### config.mk
export PLATFORM = sky130hd
export DESIGN_NAME = noc_frm_rx
export DESIGN_NICKNAME = d
export VERILOG_FILES = /design/src/rtl/noc_frm_rx.sv
export SDC_FILE = /design/constraint.sdc
export NUM_CORES = 1
export LEC_CHECK = 0
export CAP_MARGIN = 20
export CELL_PAD_IN_SITES_DETAIL_PLACEMENT = 0
export CELL_PAD_IN_SITES_GLOBAL_PLACEMENT = 1
export CORE_MARGIN = 2
export CORE_UTILIZATION = 39
export CTS_BUF_LIST = sky130_fd_sc_hd__clkbuf_8
export CTS_CLUSTER_SIZE = 14
export DETAILED_ROUTE_END_ITERATION = 7
export MAX_ROUTING_LAYER = met4
export PLACE_DENSITY = 0.83
export SLEW_MARGIN = 15
export SYNTH_ARGS = -nofsm -noshare
export SYNTH_HDL_FRONTEND = slang
export SYNTH_SLANG_ARGS = --single-unit
### constraint.sdc
create_clock -name clk -period 2.7 [get_ports clk]
set_input_delay 0.27 -clock clk [delete_from_list [all_inputs] [get_ports clk]]
set_output_delay 0.27 -clock clk [all_outputs]
set_load 0.01 [all_outputs]
### src/rtl/noc_frm_rx.sv
// rtl/noc_frm_rx.sv - receive deframer: response frame decode and 64-bit READ_RESP reassembly
module noc_frm_rx #(
    parameter logic [7:0] MY_ID = 8'h00,
    parameter int         CNT_W = 16
) (
    input  logic             clk,
    input  logic             reset,
    input  logic             frm_ctl,
    input  logic [7:0]       frm_data,
    output logic             rd_valid,
    output logic             rd_first,
    output logic             rd_last,
    output logic [63:0]      rd_data,
    output logic [7:0]       rd_src,
    output logic             wr_ack,
    output logic [7:0]       wr_count,
    output logic             msg_valid,
    output logic [7:0]       msg_code,
    output logic             proto_err,
    output logic [CNT_W-1:0] frame_cnt
);

    typedef enum logic [2:0] {
        S_IDLE,
        S_DEST,
        S_SRC,
        S_RDATA,
        S_WCNT,
        S_MSG
    } state_t;

    localparam logic [2:0] CMD_IDLE = 3'b000;
    localparam logic [2:0] CMD_RD   = 3'b001;
    localparam logic [2:0] CMD_WR   = 3'b011;
    localparam logic [2:0] CMD_MSG  = 3'b100;

    state_t      state, state_n;
    logic [2:0]  cmd_q;
    logic [2:0]  len_q;
    logic        match_q;
    logic        first_q;
    logic [7:0]  bc;
    logic [63:0] asm_q;

    logic [2:0]  hdr_cmd;
    logic        hdr_start;
    logic        hdr_illegal;
    logic        body;
    logic [7:0]  len_mask;
    logic        last_byte;
    logic        word_done;
    logic [63:0] word_n;
    logic        rd_valid_n;
    logic        wr_ack_n;
    logic        msg_valid_n;
    logic        err_n;
    logic        cnt_inc;

    assign hdr_cmd     = frm_data[7:5];
    assign body        = !frm_ctl;
    assign hdr_start   = frm_ctl && (hdr_cmd == CMD_RD || hdr_cmd == CMD_WR || hdr_cmd == CMD_MSG);
    assign hdr_illegal = frm_ctl && !hdr_start && (hdr_cmd != CMD_IDLE);
    assign len_mask    = (8'd1 << len_q) - 8'd1;
    assign last_byte   = (bc == len_mask);

    // State register
    always_ff @(posedge clk) begin
        if (reset) begin
            state <= S_IDLE;
        end else begin
            state <= state_n;
        end
    end

    // Next-state decode; any header byte restarts decoding regardless of state
    always_comb begin
        state_n = state;
        if (frm_ctl) begin
            state_n = hdr_start ? S_DEST : S_IDLE;
        end else begin
            case (state)
                S_IDLE:  state_n = S_IDLE;
                S_DEST:  state_n = S_SRC;
                S_SRC: begin
                    case (cmd_q)
                        CMD_RD:  state_n = S_RDATA;
                        CMD_WR:  state_n = S_WCNT;
                        default: state_n = S_MSG;
                    endcase
                end
                S_RDATA: state_n = last_byte ? S_IDLE : S_RDATA;
                S_WCNT:  state_n = S_IDLE;
                S_MSG:   state_n = S_IDLE;
                default: state_n = S_IDLE;
            endcase
        end
    end

    // Output decode: pulses and the word being completed this cycle
    always_comb begin
        word_n = asm_q;
        word_n[{bc[2:0], 3'b000} +: 8] = frm_data;
        word_done   = body && (state == S_RDATA) && ((bc[2:0] == 3'd7) || last_byte);
        rd_valid_n  = word_done && match_q;
        wr_ack_n    = body && (state == S_WCNT) && match_q;
        msg_valid_n = body && (state == S_MSG) && match_q;
        err_n       = (frm_ctl && (state != S_IDLE)) || hdr_illegal;
        cnt_inc     = match_q && body &&
                      (((state == S_RDATA) && last_byte) || (state == S_WCNT) || (state == S_MSG));
    end

    // Datapath: frame context, assembly register and registered outputs
    always_ff @(posedge clk) begin
        if (reset) begin
            cmd_q     <= CMD_IDLE;
            len_q     <= 3'd0;
            match_q   <= 1'b0;
            first_q   <= 1'b0;
            bc        <= 8'd0;
            asm_q     <= 64'd0;
            rd_valid  <= 1'b0;
            rd_first  <= 1'b0;
            rd_last   <= 1'b0;
            rd_data   <= 64'd0;
            rd_src    <= 8'd0;
            wr_ack    <= 1'b0;
            wr_count  <= 8'd0;
            msg_valid <= 1'b0;
            msg_code  <= 8'd0;
            proto_err <= 1'b0;
            frame_cnt <= '0;
        end else begin
            rd_valid  <= rd_valid_n;
            rd_first  <= rd_valid_n && first_q;
            rd_last   <= rd_valid_n && last_byte;
            wr_ack    <= wr_ack_n;
            msg_valid <= msg_valid_n;
            proto_err <= err_n;
            frame_cnt <= frame_cnt + CNT_W'(cnt_inc);
            if (rd_valid_n) begin
                rd_data <= word_n;
            end
            if (frm_ctl) begin
                // A header always drops any partial word of an aborted frame
                bc      <= 8'd0;
                asm_q   <= 64'd0;
                match_q <= 1'b0;
                first_q <= 1'b1;
                if (hdr_start) begin
                    cmd_q <= hdr_cmd;
                    len_q <= frm_data[2:0];
                end
            end else begin
                case (state)
                    S_DEST: match_q <= (frm_data == MY_ID);
                    S_SRC: begin
                        if (match_q) begin
                            rd_src <= frm_data;
                        end
                    end
                    S_RDATA: begin
                        bc <= bc + 8'd1;
                        if (word_done) begin
                            asm_q   <= 64'd0;
                            first_q <= 1'b0;
                        end else begin
                            asm_q <= word_n;
                        end
                    end
                    S_WCNT: begin
                        if (match_q) begin
                            wr_count <= frm_data;
                        end
                    end
                    S_MSG: begin
                        if (match_q) begin
                            msg_code <= frm_data;
                        end
                    end
                    default: ;
                endcase
            end
        end
    end

endmodule

==> impl_metrics.py, run 1 <==
metrics = {
    "final_layout": {
        "layout_commonest_cell": "dfxtp_1",
        "stdcell_count": 1298,
        "antennaDiodeCount": 0,
        "layout-drive-gt1-share_pct": 14.7,
        "area_growth_pct": 22.6,
        "final_cell_mix": "dfxtp_1, clkdlybuf4s50_1, nand2_1",
        "final_nets": 1029,
    },
    "synthesis": {
        "yosys_warnings": 0,
        "synth-async-reset-ratio_pct": 0,
        "syn_inst": 920,
        "synth.distinct_cells": 55,
        "synth_top_area_share_pct": 45.5,
        "synth_flop_cell": "dfxtp_1",
        "ys_seq_area_share_pct": 45.5,
        "syn_area_sq_um": 8490,
        "synth_edf_count": 0,
        "ys_seq_elements": 193,
        "yosys.area.top_type": "dfxtp_1",
        "synth_fp_nets": 937,
        "synthTopCellsByArea": "dfxtp_1, mux2i_1, nand2_1",
        "syn-mean-instance-area_sq_um": 9.23,
    },
    "critical_path": {
        "crit_buf_inv": 1,
        "path_cells": "inv_2, a2111o_1, a211oi_4, nand3_2, nor2_2, o21a_1, ha_1, and3_4, nand4_1, or3_1, a21oi_1",
        "path_max_fanout": 5,
        "crit_path_start_kind": "flop",
        "slowest_delay_ns": 0.44,
        "cp.arrival_ns": 3.01,
        "required_ns": 3.09,
        "crit_type": "flop to flop",
        "endpoint_kind": "flop",
        "cp_top_family": "compound AO/OA/AOI/OAI gates",
        "slowest_stage": "a2111o_1",
    },
    "hold_path": {
        "min_path_type": "input pin to flop",
    },
    "run_status": {
        "run_status": "finished clean",
    },
    "place": {
        "dp_hpwl_mm": 14.1,
        "gp_routability_congestion": 0.818,
        "port_buffers": 120,
        "place_inst": 1267,
        "dpl_worst_slack_ns": 0.113,
    },
    "timing": {
        "fin_ws_ns": 0.0809,
        "report.final.slew_viol_count": 0,
        "tightest_slew_ns": 0.639,
        "finalSetupViolations": 0,
        "finalSetupTns_ns": 0,
        "relSlewSlack_pct": 57.3,
        "rsz0062_at_grt": "yes",
        "min_period_over_period_pct": 97.0,
        "max_freq_ghz": 0.382,
        "hold_viol": 0,
        "fin_skew_ns": 0.0145,
        "finalCriticalPeriod_ns": 2.62,
    },
    "clock_network": {
        "htree_levels": 4,
        "cts_sinks": 193,
        "cts_tree": "done",
        "cts_buffers": 17,
        "cts_max_path_buffers": 2,
        "ctsRootBufferMaster": "clkbuf_8",
        "clkSlewWorstSetupHoldPaths_ns": 0.10,
        "insertion_delay_ns": 0.46,
        "cts_hold_buf": 0,
    },
    "global_routing": {
        "grt_pass1_wl_mm": 35.1,
        "grt_util_met2_pct": 32.0,
        "grt-ovfl-total": 0,
        "grt_busiest_layer": "met2",
        "track_usage_pct": 20.0,
        "grt_use_met3_pct": 4.85,
        "antenna_found_initial": 0,
        "use_met1_pct": 25.7,
        "grt_max_degree": 97,
        "grt_pass1_vias": 6581,
    },
    "floorplanning": {
        "die_h_microns": 152,
        "rows": 53,
        "ios": 121,
        "initial_core_util_pct": 40.0,
        "die_w_microns": 152,
        "coreArea_sq_um": 21200,
        "die_area_sq_um": 23000,
    },
    "pwr": {
        "p_sw_share_pct": 25.0,
        "p_sw_mw": 1.26,
        "comb_power_share_pct": 6.4,
        "p_seq_share_pct": 56.5,
        "p_leak_nw": 3.67,
        "cellPowerDensity_nw_per_um2": 486,
        "power_frac_clock_pct": 37.1,
        "p_total_mw": 5.05,
        "p_int_mw": 3.79,
        "vdd_drop_max_v": 0.000280,
    },
    "routing": {
        "drc": 0,
        "routed_wl_mm": 22.0,
        "vias_per_cell": 5.38,
        "dr.pass1.iters": 5,
        "detail_route.wl_per_cell_microns": 17.0,
        "vias": 6983,
        "drtAntennaViolNets": 0,
        "drt_iter0_drc": 408,
    },
    "job": {
        "max_cap_viol_count": 0,
    },
}
## routing by layer
metal | up-vias | part of all wire (%) | wire (microns)
met3 | 21 | 4.8 | 1050
li1 | 3443 | - | -
met5 | - | 0 | 0
met2 | 152 | 49 | 10700
met4 | 0 | 1.2 | 255
met1 | 3367 | 45 | 10000
## sequential cells by signal, indices dropped and copies added (netlist names)
register / cells
asm_q: 64
bc: 8
cmd_q: 3
first_q: 1
frame_cnt: 16
len_q: 3
match_q: 1
msg_code: 8
msg_valid: 1
proto_err: 1
rd_data: 64
rd_first: 1
rd_last: 1
rd_src: 8
rd_valid: 1
state: 3
wr_ack: 1
wr_count: 8
## synth_stat cells, drive strengths merged (18+ instances only)
master / n
a211oi: 41
a21oi: 79
a31oi: 41
buf: 32
clkbuf: 56
dfxtp: 193
inv: 25
mux2: 18
mux2i: 89
nand2: 106
nand3: 22
nor2: 83
o41ai: 18
## repair_timing
| item | in CTS | in global routing |
|---|---|---|
| gates resized for setup | 0 | 9 |
| setup buffers | 0 | 1 |
| setup endpoints to repair | 0 | 14 |
## layout make-up
type	instances	area [sq um]
inverters	25	93.8
clock buffers	18	248
clock inverters	12	136
fillers	2031	10800
well taps	275	344
repair buffers	161	1560
flip-flops and latches	193	3870
multi-input cells	614	4160
## through the flow
step | hold WS [ns] | area [sq um] | util [%]
after floorplan | 0.433 | 8490 | -
after global placement | 0.434 | 9990 | 47.1
after detailed placement | 0.434 | 9990 | 47.1
after CTS | 0.312 | 10400 | 48.9
after global routing | 0.343 | 10400 | 49.0
final | 0.344 | 10400 | 49.0
## final timing paths
check,slack [ns],to,start,cells past startpoint
setup / recovery,0.08,frame_cnt[13]$_SDFF_PP0_,bc[1]$_SDFFE_PP0N_,11
hold / removal,0.34,rd_data[36]$_SDFFE_PP0P_,reset,5
setup reg to reg,0.08,frame_cnt[13]$_SDFF_PP0_,bc[1]$_SDFFE_PP0N_,11
hold reg to reg,0.45,rd_data[37]$_SDFFE_PP0P_,rd_data[37]$_SDFFE_PP0P_,2
## worst register-to-register path: cells and delay by family (launching register included)
kind	cells	cell delay, ns
AND/OR/NAND/NOR	5	1.00
buffers and inverters	1	0.06
flip-flops	1	0.34
AO/OA/AOI/OAI	4	1.02
adder cells (fa/ha/maj)	1	0.16
## cell families (layout without fill, tap and decap cells)
logic type,after synthesis,count (layout),synth area share (%)
simple gates,262,262,13.6
compound gates,223,223,19.4
flops,193,193,45.5
buf+inv,113,216,6.04
mux,107,107,12.9
xor+xnor,16,16,1.65
fa+ha+maj,6,6,0.884
## power by group through the flow
stage / Sequential (mW) / Combinational (mW) / Clock, mW
after CTS: 2.86 / 0.311 / 1.94
after detailed placement: 2.92 / 0.310 / 0
after floorplan: 2.92 / 0.220 / 0
after global placement: 2.92 / 0.309 / 0
final: 2.86 / 0.323 / 1.87
after global routing: 2.86 / 0.345 / 2.05
Note: power is estimated with default switching activity, not from simulation.
==> run 2: changes to the inputs <==
--- a/config.mk
+++ b/config.mk
@@ -5,6 +5,7 @@
 export SDC_FILE = /design/constraint.sdc
 export NUM_CORES = 1
 export LEC_CHECK = 0
+export ABC_CLOCK_PERIOD_IN_PS = 2700
 export CAP_MARGIN = 20
 export CELL_PAD_IN_SITES_DETAIL_PLACEMENT = 0
 export CELL_PAD_IN_SITES_GLOBAL_PLACEMENT = 1
==> results of run 2 <==
The final DEF is identical to that of run 1; final timing and power are the same.
